### src/rtl/gfx256_pkg.sv
// Shared types and constants for the gfx256 memory read arbiter.
package gfx256_pkg;

  typedef enum logic [1:0] {
    ARB_IDLE,
    ARB_BUS,
    ARB_GAP
  } arb_state_e;

  // Replicated to DW/8 bits for the idle/reset value of the bus byte selects.
  localparam logic SEL_DEFAULT_BIT = 1'b1;

endpackage

### src/rtl/gfx256_rr_pick.sv
// Combinational round-robin picker: first asserted request after last_grant, wrapping.
module gfx256_rr_pick
  import gfx256_pkg::*;
#(
  parameter int NCLIENT = 3,
  localparam int GW = $clog2(NCLIENT)
) (
  input  logic [NCLIENT-1:0] req,
  input  logic [GW-1:0]      last_grant,
  output logic [GW-1:0]      grant,
  output logic               valid
);

  // Walk from the farthest candidate to the nearest so the nearest hit wins.
  always_comb begin
    grant = '0;
    valid = 1'b0;
    for (int off = NCLIENT; off >= 1; off--) begin
      if (req[(int'(last_grant) + off) % NCLIENT]) begin
        grant = GW'((int'(last_grant) + off) % NCLIENT);
        valid = 1'b1;
      end
    end
  end

endmodule

### src/rtl/gfx256_wbm_read_arbiter.sv
// Round-robin read arbiter: one Wishbone classic read per grant, one-cycle ack back to the client.
module gfx256_wbm_read_arbiter
  import gfx256_pkg::*;
#(
  parameter int NCLIENT = 3,
  parameter int AW      = 32,
  parameter int DW      = 256
) (
  input  logic                    clk_i,
  input  logic                    rst_i,
  input  logic [NCLIENT-1:0]      req_i,
  input  logic [NCLIENT*AW-1:0]   addr_i,
  input  logic [NCLIENT*DW/8-1:0] sel_i,
  output logic [NCLIENT-1:0]      ack_o,
  output logic [DW-1:0]           dat_o,
  output logic                    err_o,
  output logic                    busy_o,
  output logic                    wb_cyc_o,
  output logic                    wb_stb_o,
  output logic                    wb_we_o,
  output logic [AW-1:0]           wb_adr_o,
  output logic [DW/8-1:0]         wb_sel_o,
  input  logic [DW-1:0]           wb_dat_i,
  input  logic                    wb_ack_i,
  input  logic                    wb_err_i
);

  localparam int SW = DW / 8;
  localparam int GW = $clog2(NCLIENT);
  localparam logic [GW-1:0] LAST_RST = GW'(NCLIENT - 1);

  arb_state_e         state_q, state_d;
  logic [GW-1:0]      grant_q, grant_d;
  logic [GW-1:0]      last_q, last_d;
  logic [AW-1:0]      adr_q, adr_d;
  logic [SW-1:0]      sel_q, sel_d;
  logic               cyc_q, cyc_d;
  logic [NCLIENT-1:0] ack_q, ack_d;
  logic               err_q, err_d;
  logic [DW-1:0]      dat_q, dat_d;
  logic [GW-1:0]      pick;
  logic               pick_valid;

  gfx256_rr_pick #(.NCLIENT(NCLIENT)) u_pick (
    .req        (req_i),
    .last_grant (last_q),
    .grant      (pick),
    .valid      (pick_valid)
  );

  always_ff @(posedge clk_i or posedge rst_i) begin
    if (rst_i) begin
      state_q <= ARB_IDLE;
      grant_q <= '0;
      last_q  <= LAST_RST;
      adr_q   <= '0;
      sel_q   <= {SW{SEL_DEFAULT_BIT}};
      cyc_q   <= 1'b0;
      ack_q   <= '0;
      err_q   <= 1'b0;
      dat_q   <= '0;
    end else begin
      state_q <= state_d;
      grant_q <= grant_d;
      last_q  <= last_d;
      adr_q   <= adr_d;
      sel_q   <= sel_d;
      cyc_q   <= cyc_d;
      ack_q   <= ack_d;
      err_q   <= err_d;
      dat_q   <= dat_d;
    end
  end

  always_comb begin
    state_d = state_q;
    grant_d = grant_q;
    last_d  = last_q;
    adr_d   = adr_q;
    sel_d   = sel_q;
    cyc_d   = cyc_q;
    ack_d   = '0;
    err_d   = 1'b0;
    dat_d   = dat_q;
    case (state_q)
      ARB_IDLE: begin
        if (pick_valid) begin
          grant_d = pick;
          adr_d   = addr_i[int'(pick)*AW +: AW];
          sel_d   = sel_i[int'(pick)*SW +: SW];
          cyc_d   = 1'b1;
          state_d = ARB_BUS;
        end
      end
      ARB_BUS: begin
        // A started cycle always finishes, even if the requester withdrew.
        if (wb_ack_i || wb_err_i) begin
          cyc_d          = 1'b0;
          dat_d          = wb_err_i ? '0 : wb_dat_i;
          ack_d[grant_q] = 1'b1;
          err_d          = wb_err_i;
          last_d         = grant_q;
          state_d        = ARB_GAP;
        end
      end
      ARB_GAP: state_d = ARB_IDLE;
      default: state_d = ARB_IDLE;
    endcase
  end

  assign busy_o   = (state_q != ARB_IDLE);
  assign ack_o    = ack_q;
  assign err_o    = err_q;
  assign dat_o    = dat_q;
  assign wb_cyc_o = cyc_q;
  assign wb_stb_o = cyc_q;
  assign wb_we_o  = 1'b0;
  assign wb_adr_o = adr_q;
  assign wb_sel_o = sel_q;

endmodule

### config.mk
export PLATFORM = sky130hd
export DESIGN_NAME = gfx256_wbm_read_arbiter
export DESIGN_NICKNAME = d
export VERILOG_FILES = /design/src/rtl/gfx256_pkg.sv /design/src/rtl/gfx256_rr_pick.sv /design/src/rtl/gfx256_wbm_read_arbiter.sv
export SDC_FILE = /design/constraint.sdc
export NUM_CORES = 1
export LEC_CHECK = 0
export CAP_MARGIN = 10
export CORE_AREA = 2 2 308 310
export DETAILED_ROUTE_END_ITERATION = 10
export DIE_AREA = 0 0 310 312
export SLEW_MARGIN = 20
export SYNTH_ARGS = -nofsm -noshare
export SYNTH_HDL_FRONTEND = slang
export SYNTH_SLANG_ARGS = --single-unit
### constraint.sdc
create_clock -name clk_i -period 11.46 [get_ports clk_i]
set_input_delay 1.719 -clock clk_i [delete_from_list [all_inputs] [get_ports clk_i]]
set_output_delay 1.719 -clock clk_i [all_outputs]
set_load 0.005 [all_outputs]
======== Yosys cells after proc, flatten, opt, wreduce, memory -nomap -nowiden ========
Cells that the tools add are included.
storage, ports and cells
  register bits ........................... 331
  input bits .............................. 455
  output and inout bits ................... 328
  word-level logic and storage cells ...... 62
operators by class
  add/sub/neg operators ................... 3
  div/mod/pow operators ................... 3
  order comparisons ....................... 5
  eq/ne operators ......................... 3
  shifts and indexed selects .............. 2
  multiplexer cells ....................... 28
  reductions and logical operators ........ 9
operator list
  cell                   count
  $mux 256               1
  $shiftx 96x8->32       2
  $lt 32x4->1 const B    3
  $mod 32x3->32 const B  3
  $mux 1                 14
  $mux 2                 5
  $add 2x2->3 const B    2
  $bmux 1 s2             3
  $mux 3                 2
  $reduce_and 2->1       3
  $ne 2x2->1 const B     2
  $pmux 2 s2             1
  $reduce_bool 2->1      2
  $add 2x1->3 const B    1
  $lt 2x3->1 const B     1
  $reduce_and 3->1       1
  $demux 1 s2            1
  $eq 2x1->1 const B     1
  $ge 2x1->1 const B     1
  $logic_not 2->1        1
  $pmux 1 s2             1
  $logic_and 1x1->1      1
  $logic_or 1x1->1       1

======== Logic depth before layout (Yosys ltp) ========
  depth after elaboration ................. 10
  mapped depth ............................ 12
  mapped depth without buffers ............ 8

======== Modules after synthesis ========
A second synthesis with hierarchy kept.
unflattened totals
  cells, all modules ...................... 1303
  area total of the unflattened synthesis .. 15653.8 um2
by module, submodules not included
  module                   instances  cells an instance  area an instance (um2)  sequential area each (um2)
  gfx256_wbm_read_arbiter  1          1276               15462.3                 8324.2
  gfx256_rr_pick           1          27                 191.4                   0.0

======== Worst setup path after synthesis ========
Ideal clock, no wire load.
  path kind ............................... in2reg
  from .................................... in req_i[0]
  to ...................................... reg adr_q[0], in the netlist wb_adr_o[0]
  library setup time ...................... 0.127 ns
  data arrival time ....................... 2.981 ns
  required time ........................... 11.333 ns
  path slack .............................. 8.351 ns
  stages .................................. 8
  buffers on the path ..................... 2
  cells stage by stage .................... mux2_4 > mux2_2 > nor3_2 > nor2_1 > buf_2 > buf_2 > nand3_1 > o211ai_2
between the ends
  longest elaborated chain between the ends .. 7
  elaborated cells between the ends (all ways) .. 17
  classes of those cells .................. shift: 1; mux: 15; reduce/logical: 1
RTL lines
  item                                                         RTL line                       RTL
  start, declared                                              gfx256_wbm_read_arbiter.sv:11  input logic [NCLIENT-1:0] req_i,
  $bmux 1 s2                                                   gfx256_rr_pick.sv:19           if (req[(int'(last_grant) + off) % NCLIENT]) begin
  $mux 1 (not written as such) (2 in series)                   gfx256_rr_pick.sv:19
  $mux 2 / $mux 1 (equally long branches) (3 in series)        gfx256_rr_pick.sv:19
  $shiftx 96x8->32 / $reduce_and 2->1 (equally long branches)  -
  end signal, assigned                                         gfx256_wbm_read_arbiter.sv:66  adr_q <= adr_d;
  end, declared                                                gfx256_wbm_read_arbiter.sv:35  logic [AW-1:0] adr_q, adr_d;
Several ways; a longest one is shown, not always the timed one. The select of a mux whose other input is x is not followed.
A chain may end at the register's enable or synchronous reset.

======== Worst setup path after layout ========
  from .................................... in wb_err_i
  to ...................................... reg dat_q[233], in the netlist dat_o[233]
between the ends
  longest elaborated chain between the ends .. 2
  elaborated cells between the ends (all ways) .. 3
  classes of those cells .................. mux: 1; reduce/logical: 2
RTL lines
  item                               RTL line                       RTL
  start, declared                    gfx256_wbm_read_arbiter.sv:25  input logic wb_err_i
  $logic_or 1x1->1                   gfx256_wbm_read_arbiter.sv:97  if (wb_ack_i || wb_err_i) begin
  $reduce_and 2->1 (no source line)  -
  end signal, assigned               gfx256_wbm_read_arbiter.sv:71  dat_q <= dat_d;
  end, declared                      gfx256_wbm_read_arbiter.sv:40  logic [DW-1:0] dat_q, dat_d;
Several ways; a longest one is shown, not always the timed one.

==> impl_metrics.tcl <==
set metrics [dict create \
    drive_above_1_share_pct 8.35 \
    numPortBuffers 781 \
    syn_avg_cell_area_um2 9.46 \
    mostFrequentLayoutCells "clkdlybuf4s50_1 (781), nand2_1 (585), nand3_1 (320), dfrtp_1 (298), mux2i_1 (68)" \
    synth.largest_area_cell "dfrtp_1" \
    async_reset_ff_share_pct 100 \
    dp_cells 3464 \
    clock_sinks 331 \
    clk_pin_slew_ns 0.05 \
    max_freq_ghz 0.223 \
    pre_cts_slack_ns 6.32 \
    yosys_warnings 0 \
    die_w_um 310 \
    power.density_mw_per_mm2 269 \
    cts_setup_buffers 0 \
    p_leak_nw 11.2 \
    tns_ns 0 \
    ctsResizeCount 0 \
    peakVddDrop_v 0.000208 \
    worstMarginPinSlew_ns 0.908 \
    cp.depth 7 \
    grt_pass1_vias 14200 \
    max-cap-violations 0 \
    cts_hold_buf 0 \
    grt_pass1_wl_um 99500 \
    layout_setup_ws_ns 6.97 \
    clockBufferDepth 3 \
    syn-instance-count 1539 \
    drtPass1Iterations 5 \
    hold_path.class "flop to flop" \
    worst_r2r_endpoint "wb_adr_o[27]" \
    core-area_mm2 0.0930 \
    fillers 9961 \
    status "completed" \
    yosysTopAreaCellShare_pct 51.2 \
    ant_nets 0 \
    ff_latch_area_mm2 0.00832 \
    worstHoldStart "dat_o[98]" \
    yosysUniqueCellTypes 40 \
    critical_path.max_fanout 82 \
    rr_worst_depth 8 \
    cts_tree "yes" \
    synth_seq_cells 331 \
    netlist_area_mm2 0.0146 \
    initial_core_util_pct 15.6 \
    nNetsFinal 2714 \
    antenna_found_initial 11 \
    crit_path_max_incr_delay_ns 0.82 \
    cp_cell_sequence "clkdlybuf4s50_1 > nor2_1 > or2_4 > buf_4 > buf_4 > nand2_1 > nand2_1" \
    syn2layout_area_growth_pct 71.4 \
    cp-start-kind "input port" \
    worstPathArrival_ns 5.00 \
    crit_end "dat_o[233]" \
    vias 13900 \
    drv_slew 0 \
    cts_buffers 43 \
    path_class "input port to flop" \
    crit_required_ns 11.97 \
    htree_levels 2 \
    cp_slowest_cell "buf_4" \
    wl_um 69600 \
    critPathTopFamily "buffers and inverters" \
    finalCritPeriodShare_pct 39.2 \
    die_area_mm2 0.0967 \
    detailed_place_hpwl_um 52100 \
    r2r_start "last_q[1]" \
    yosysSeqAreaShare_pct 57.2 \
    whs_ns 0.461 \
    layout.cells.non_filler 3544 \
    setup_violations 0 \
    period_minus_slack_ns 4.49 \
    root_buffer "clkbuf_16" \
    die_h_um 312 \
    place_congestion 0.801 \
    drc 0 \
    hold_viol_final 0 \
    synth-edff-count 0 \
    synth_flop_cell "dfrtp_1" \
    ff2ff_setup_slack_ns 7.72 \
    overflow 0 \
    grt_max_degree 157 \
    grtUsageTotal_pct 13.9 \
    rsz0062_at_grt "false" \
    crit_start "wb_err_i" \
    clk_latency_ns 0.58 \
    end_kind "flop" \
    synth.net_count 1998 \
    final_common_cell "clkdlybuf4s50_1" \
    synth_area_leaders "dfrtp_1 (51%), nand2_1 (15%), nand3_1 (11%), dfstp_2 (6.0%), o211ai_2 (5.2%)" \
    num_io_pins 783 \
    maxSlewHeadroom_pct 39.5 \
    routed_via_density 3.93 \
    drt_iter0_drc 810 \
    rows 112 \
    path_buf_inv 3 \
    multi_input_comb_area_mm2 0.00563 \
    wire_per_inst_um 19.6 \
    fin_skew_ns 0.0177 \
]
==> registers in the layout, summed over array words and instances, names as in the netlist <==
name	cells
grant_q	2
dat_o	256
wb_adr_o	32
last_q	2
wb_sel_o	32
err_o	1
wb_cyc_o	1
state_q	2
ack_o	3
==> power breakdown <==
group          switching [mW]  total (mW)  internal, mW
Clock                   0.572        1.42         0.847
Sequential              0.306        2.05          1.75
Combinational            1.69        3.24          1.55
Total                    2.57        6.71          4.14
==> synthesized netlist by cell type (7+ instances only) <==
cell type,n
buf_6,11
mux2i_1,68
o211ai_2,61
nand3_1,320
clkbuf_1,73
nand2_1,585
dfrtp_1,298
buf_2,32
dfstp_2,33
buf_4,7
==> metal layers <==
layer | up-vias | wire length [um] | GRT usage, %
met5 | - | 27 | 0
met4 | 6 | 1320 | 3.10
met3 | 88 | 6980 | 5.79
met2 | 542 | 34800 | 24.2
met1 | 6749 | 26500 | 15.6
li1 | 6543 | - | -
==> cell families (layout without fill, tap and decap cells) <==
| family | Yosys count | count (layout) | share of synthesized area, % |
|---|---|---|---|
| mux | 71 | 71 | 5.01 |
| compound gates | 74 | 74 | 5.93 |
| buf+inv | 129 | 878 | 4.35 |
| flops | 331 | 331 | 57.2 |
| simple gates | 929 | 929 | 27.2 |
| fa+ha+maj | 4 | 4 | 0.344 |
| other cells | 1 | 3 | 0.0258 |
==> per-stage QoR <==
step           instance area [um2]  total power, mW  util [%]
2_1_floorplan                14600             3.57         -
3_3_place_gp                 23500             5.36      25.3
3_5_place_dp                 23500             5.38      25.3
4_1_cts                      25000             6.87      26.8
5_1_grt                      25000             7.20      26.8
6_report                     25000             6.71      26.8
==> worst min-delay path, stage by stage (launching register included) <==
cell	delay, ns
dfrtp_1	0.34
nand2_1	0.05
nand2_1	0.05
==> worst min-delay path by stage <==
stage | to | slack (ns) | cells past startpoint
2_1_floorplan | dat_o[0] | 0.46 | 2
4_1_cts | dat_o[134] | 0.47 | 2
3_3_place_gp | dat_o[185] | 0.45 | 2
3_5_place_dp | dat_o[207] | 0.45 | 2
5_1_grt | dat_o[62] | 0.48 | 2
6_report | dat_o[98] | 0.46 | 2
==> cell type report <==
cell class / count / area share, %
sequential: 331 / 33.4
multi-input combinational: 1079 / 22.5
antenna: 2 / 0.0201
clock inverter: 19 / 1.00
timing repair buffer: 795 / 31.8
inverter: 5 / 0.165
clock buffer: 59 / 4.79
tap: 1254 / 6.29
No activity file was read; power rests on OpenSTA's default activity.
